File: src/rtl/if_prefetch_pkg.sv
// Shared constants for the prefetching fetch stage: control-level encodings,
// default bus widths, the PC step and the queue count-width helper.
package if_prefetch_pkg;

  localparam logic RST_ENABLE   = 1'b1;
  localparam logic CHIP_ENABLE  = 1'b1;
  localparam logic CHIP_DISABLE = 1'b0;

  localparam int INST_ADDR_BUS_W = 32;
  localparam int INST_BUS_W      = 32;

  localparam int unsigned PC_INC = 4;

  // Counter width that can represent every value in 0..depth inclusive.
  function automatic int cnt_width(input int depth);
    return $clog2(depth + 1);
  endfunction

endpackage

File: src/rtl/if_prefetch_inst_queue.sv
// Synchronous FIFO holding fetched {pc, instruction} pairs for ID.
// Owns pointer wrap and occupancy; clear (flush) outranks push and pop.
module inst_queue
  import if_prefetch_pkg::*;
#(
  parameter  int DEPTH = 4,
  parameter  int WIDTH = 64,
  localparam int CNT_W = cnt_width(DEPTH)
) (
  input  logic             clk,
  input  logic             rst,
  input  logic             clear,
  input  logic             push,
  input  logic             pop,
  input  logic [WIDTH-1:0] push_data,
  output logic [WIDTH-1:0] head_data,
  output logic [CNT_W-1:0] count,
  output logic             empty
);

  localparam int PTR_W = $clog2(DEPTH);

  logic [WIDTH-1:0] mem [DEPTH];
  logic [PTR_W-1:0] rd_ptr;
  logic [PTR_W-1:0] wr_ptr;
  logic             full;
  logic             do_push;
  logic             do_pop;

  assign empty     = (count == '0);
  assign full      = (count == CNT_W'(DEPTH));
  assign do_pop    = pop & ~empty;
  assign do_push   = push;
  assign head_data = mem[rd_ptr];

  // DEPTH is a power of two, so pointers wrap by plain overflow.
  always_ff @(posedge clk) begin
    if (rst == RST_ENABLE || clear) begin
      rd_ptr <= '0;
      wr_ptr <= '0;
      count  <= '0;
    end else begin
      if (do_push)
        wr_ptr <= wr_ptr + PTR_W'(1);
      if (do_pop)
        rd_ptr <= rd_ptr + PTR_W'(1);
      case ({do_push, do_pop})
        2'b10:   count <= count + CNT_W'(1);
        2'b01:   count <= count - CNT_W'(1);
        default: count <= count;
      endcase
    end
  end

  always_ff @(posedge clk) begin
    if (rst != RST_ENABLE && !clear && do_push)
      mem[wr_ptr] <= push_data;
  end

  assert property (@(posedge clk) disable iff (rst) count <= CNT_W'(DEPTH));
  assert property (@(posedge clk) disable iff (rst || clear) !(do_push && full && !do_pop));

endmodule

File: src/rtl/if_prefetch.sv
// Fetch stage with a one-deep in-flight ROM request and a DEPTH-entry
// instruction queue feeding ID; branch redirects flush everything queued.
module if_prefetch
  import if_prefetch_pkg::*;
#(
  parameter int              ADDR_W   = INST_ADDR_BUS_W,
  parameter int              INST_W   = INST_BUS_W,
  parameter int              DEPTH    = 4,
  parameter logic [ADDR_W-1:0] RESET_PC = '0
) (
  input  logic              clk,
  input  logic              rst,
  output logic              rom_ce_o,
  output logic [ADDR_W-1:0] rom_addr_o,
  input  logic [INST_W-1:0] rom_data_i,
  input  logic              stall_i,
  input  logic              branch_flag_i,
  input  logic [ADDR_W-1:0] branch_target_i,
  output logic              id_valid_o,
  output logic [ADDR_W-1:0] id_pc_o,
  output logic [INST_W-1:0] id_inst_o
);

  localparam int CNT_W = cnt_width(DEPTH);
  localparam int QW    = ADDR_W + INST_W;

  logic [ADDR_W-1:0] fetch_pc;
  logic              inflight_q;
  logic [ADDR_W-1:0] inflight_pc_q;
  logic [CNT_W-1:0]  count;
  logic              empty;
  logic [QW-1:0]     head_data;
  logic              in_reset;
  logic              pop;
  logic              push;
  logic              issue;
  logic [CNT_W:0]    credit_need;

  assign in_reset = (rst == RST_ENABLE);

  // Occupancy after this cycle if we issue: queued + in flight - leaving now.
  assign pop         = id_valid_o & ~stall_i;
  assign credit_need = (CNT_W+1)'(count) + (CNT_W+1)'(inflight_q) - (CNT_W+1)'(pop);
  assign issue       = ~in_reset & ~branch_flag_i & (credit_need < (CNT_W+1)'(DEPTH));
  assign push        = inflight_q & ~branch_flag_i;

  assign rom_ce_o   = issue ? CHIP_ENABLE : CHIP_DISABLE;
  assign rom_addr_o = issue ? fetch_pc : '0;

  assign id_valid_o = ~in_reset & ~empty;
  assign id_pc_o    = id_valid_o ? head_data[QW-1:INST_W] : '0;
  assign id_inst_o  = id_valid_o ? head_data[INST_W-1:0]  : '0;

  // A redirect drops the response arriving now and restarts at the target.
  always_ff @(posedge clk) begin
    if (in_reset) begin
      fetch_pc      <= RESET_PC;
      inflight_q    <= 1'b0;
      inflight_pc_q <= '0;
    end else if (branch_flag_i) begin
      fetch_pc   <= branch_target_i;
      inflight_q <= 1'b0;
    end else begin
      inflight_q <= issue;
      if (issue) begin
        fetch_pc      <= fetch_pc + ADDR_W'(PC_INC);
        inflight_pc_q <= fetch_pc;
      end
    end
  end

  inst_queue #(
    .DEPTH (DEPTH),
    .WIDTH (QW)
  ) u_queue (
    .clk       (clk),
    .rst       (rst),
    .clear     (branch_flag_i),
    .push      (push),
    .pop       (pop),
    .push_data ({inflight_pc_q, rom_data_i}),
    .head_data (head_data),
    .count     (count),
    .empty     (empty)
  );

  assert property (@(posedge clk) disable iff (rst)
    (CNT_W+1)'(count) + (CNT_W+1)'(inflight_q) <= (CNT_W+1)'(DEPTH));

endmodule

File: config.mk
export PLATFORM = sky130hd
export DESIGN_NAME = if_prefetch
export DESIGN_NICKNAME = d
export VERILOG_FILES = /design/src/rtl/if_prefetch_pkg.sv /design/src/rtl/if_prefetch_inst_queue.sv /design/src/rtl/if_prefetch.sv
export SDC_FILE = /design/constraint.sdc
export NUM_CORES = 1
export LEC_CHECK = 0
export CAP_MARGIN = 0
export CORE_UTILIZATION = 45
export CTS_CLUSTER_SIZE = 20
export DETAILED_ROUTE_END_ITERATION = 7
export PLACE_DENSITY = 0.69
export SLEW_MARGIN = 40
export SYNTH_ARGS = -nofsm -noshare
export SYNTH_HDL_FRONTEND = slang
export SYNTH_SLANG_ARGS = --single-unit
File: constraint.sdc
create_clock -name clk -period 3.9 [get_ports clk]
set_clock_uncertainty 0.15 [all_clocks]
set_input_delay 0.78 -clock clk [delete_from_list [all_inputs] [get_ports clk]]
set_output_delay 0.78 -clock clk [all_outputs]
set_load 0.01 [all_outputs]
==> impl_metrics.toml <==
[cts]
root_buffer = "clkbuf_16"
clkSinkCount = 330
clock_path_buffers = 3
cts_tree = "done"
hold_buffers = 0
numCtsBuffers = 35
htree_levels = 2
clkTransAtPathRegs_ns = 0.06
clk_latency_ns = 0.51

[sta]
max_freq_mhz = 247.3
final.min_clock_period_ns = 4.043
slew_headroom = 0.4621
finalSetupTns_ns = -2.113
fin_crit_sh = 1.037
tightest_slew_ns = 0.8068
hold_viol = 0
setup_viol = 32
setup_ws_ns = -0.1434
rsz0062_at_grt = "yes"
slew_violations = 0

[placement]
dpl.hpwl_um = 17550
port_buffers = 165
gp_congestion = 0.7892
place_inst = 1394

[floorplan]
core_um2 = 29640
die_area_um2 = 30800
initial_utilization = 0.4570
num_rows = 63
die_w_um = 175.5
fp.dieH_um = 175.5
io_pins = 166

[layout]
final.fill_count = 2324
drive_gt1_frac = 0.2537
fin_nets = 1135
diodes = 0
ff_latch_area_um2 = 9180
synthToLayoutAreaGrowth_pct = 29.08
fin_cells = 1474
multi_input_area_um2 = 4151

[yosys]
avgSynthCellArea_um2 = 15.95
synth_flop_cell = "edfxtp_1"
synth_area_leader_cell = "edfxtp_1"
synthesis.nets = 927
async_flop_share = 0
synth_edf_count = 256
synth_cell_types = 46
synth.area.top_cells = "edfxtp_1 57%, dfxtp_1 11%, mux4_2 11%"
synth.most_common_cell = "edfxtp_1"
seq_area_frac_synth = 0.6769
synth_seq_cells = 330
synth_top_area_share = 0.5675
synth_area_um2 = 13550
synthTopCellsByCount = "256 x edfxtp_1, 97 x and2_1, 74 x dfxtp_1"
yosysWarnings = 0
syn_inst = 849

[global_route]
grt_usage = 0.1893
antenna_found_initial = 0
grt_pass1_vias = 7829
grt_start_max_net_pins = 69
grt_overflow = 0
grt_pass1_wl_um = 44260

[detailed_routing]
first_pass_iters = 6
wl_per_cell_um = 19.32
vias = 7752
vias_per_cell = 5.259
antenna_left = 0
drtIter0Drc = 497
drt_wl_total_um = 28470
drc = 0

[setup_path]
path_buf_inv = 5
crit_path_end_kind = "output pin"
critPathMaxStageDelay_ns = 0.56
setup.worst_path.start_class = "flip-flop"
criticalPathCategory = "reg -> out"
crit_slowest_cell = "or4_4"
crit_chain = "nor3_4 > nor3_2 > ha_2 > inv_2 > ha_4 > and3b_4 > or4_4 > a21oi_4 > buf_6 > buf_12 > buf_12 > and2_4 > buf_6"
path_max_fanout = 5
cp.arrival_ns = 3.11
required_ns = 2.97
critPathTopFamily = "simple AND/OR/NAND/NOR gates"

[status]
status = "complete, but fails checks"
violations = "setup timing"

[pwr]
cellPowerDensity_nw_per_um2 = 431.8
leakage_nw = 6.188
peakVddDrop_mv = 0.2792

[min_path]
min_path_type = "reg -> reg"

[run]
drv_cap = 0
==> final cells by class <==
cell class              count  area share
multi-input cells         428      0.2374
inverters                  39    0.008373
flip-flops and latches    330      0.5250
clock inverters            20     0.01224
clock buffers              44     0.05439
repair buffers            223      0.1346
well taps                 390     0.02791
==> report_power, final <==
part	total, mW	internal [mW]	switching, mW
Sequential	3.89	3.82	0.0628
Combinational	0.356	0.202	0.154
Clock	3.31	2.00	1.31
Total	7.55	6.03	1.52
==> stage by stage <==
stage	util	hold slack, ns	setup slack, ns	instance area, um2	power, mW
final	0.5899	0.3481	-0.1434	17480	7.549
after global routing	0.5899	0.3561	-0.2228	17480	7.787
after CTS	0.5911	0.3476	-0.1531	17520	7.639
after detailed placement	0.5393	0.3412	-0.8969	15980	4.278
after global placement	0.5393	0.3332	-0.8669	15980	4.271
after floorplan	-	0.3094	0.004386	13640	4.101
==> metal layers <==
metal	global-route usage	wire, um
met3	0.03333	1481
met4	0.06413	647
met2	0.3138	14000
met5	0	0
met1	0.2528	12340
==> sequential cells by signal, summed over array words and instances, names as in the netlist, named ones only <==
register / count
u_queue.mem: 256
inflight_pc_q: 32
u_queue.count: 3
fetch_pc: 32
inflight_q: 1
u_queue.wr_ptr: 2
u_queue.rd_ptr: 2
==> repair_timing <==
item | CTS | global route
hold endpoints to repair | 0 | 0
gates resized for setup | 201 | 5
buffers inserted | 12 | 5
endpoints found under the setup margin | 33 | 33
cloned | 4 | 0
pin swaps | 7 | 6
==> path summary, 6_finish.rpt <==
path / start / to / slack (ns) / cells after the start
worst max-delay path: u_queue.count[2] / rom_addr_o[31] / -0.14 / 13
worst min-delay path: inflight_pc_q[10] / u_queue.mem[0][42] / 0.35 / 0
worst max register to register: u_queue.count[2] / fetch_pc[30] / 0.59 / 11
worst min register to register: inflight_pc_q[10] / u_queue.mem[0][42] / 0.35 / 0
==> cell usage in the layout (no fill, tap or decap), types with 3 or more instances in the layout <==
cell type,count
nand3_1,9
a2111oi_0,6
dfxtp_2,3
a2111oi_2,8
and3_1,4
buf_8,3
and2_1,65
edfxtp_1,256
a21oi_1,32
nor2_1,44
nand4_1,5
and4_1,4
o21a_1,24
xor2_1,24
mux2i_1,36
clkdlybuf4s50_1,129
and2_4,32
mux4_2,64
xnor2_1,7
clkbuf_1,6
and3_4,4
dfxtp_1,69
clkinv_1,6
a211oi_1,8
ha_1,7
clkinv_2,6
buf_12,15
nand2_1,10
bufinv_16,4
nor3_1,4
buf_6,35
inv_1,37
clkbuf_16,36
buf_4,38
==> logic make-up (layout without fill, tap and decap cells) <==
kind of cell	after synthesis	after routing	synth area share
buffers and inverters	91	326	0.02771
AOI/OAI and AO/OA	88	88	0.04914
and+or+nand+nor	198	198	0.08258
xor gates and xnor gates	31	31	0.02004
DFF	330	330	0.6769
muxes	101	101	0.1338
adders and majority gates	10	10	0.009791
(Power assumes the default switching activity.)
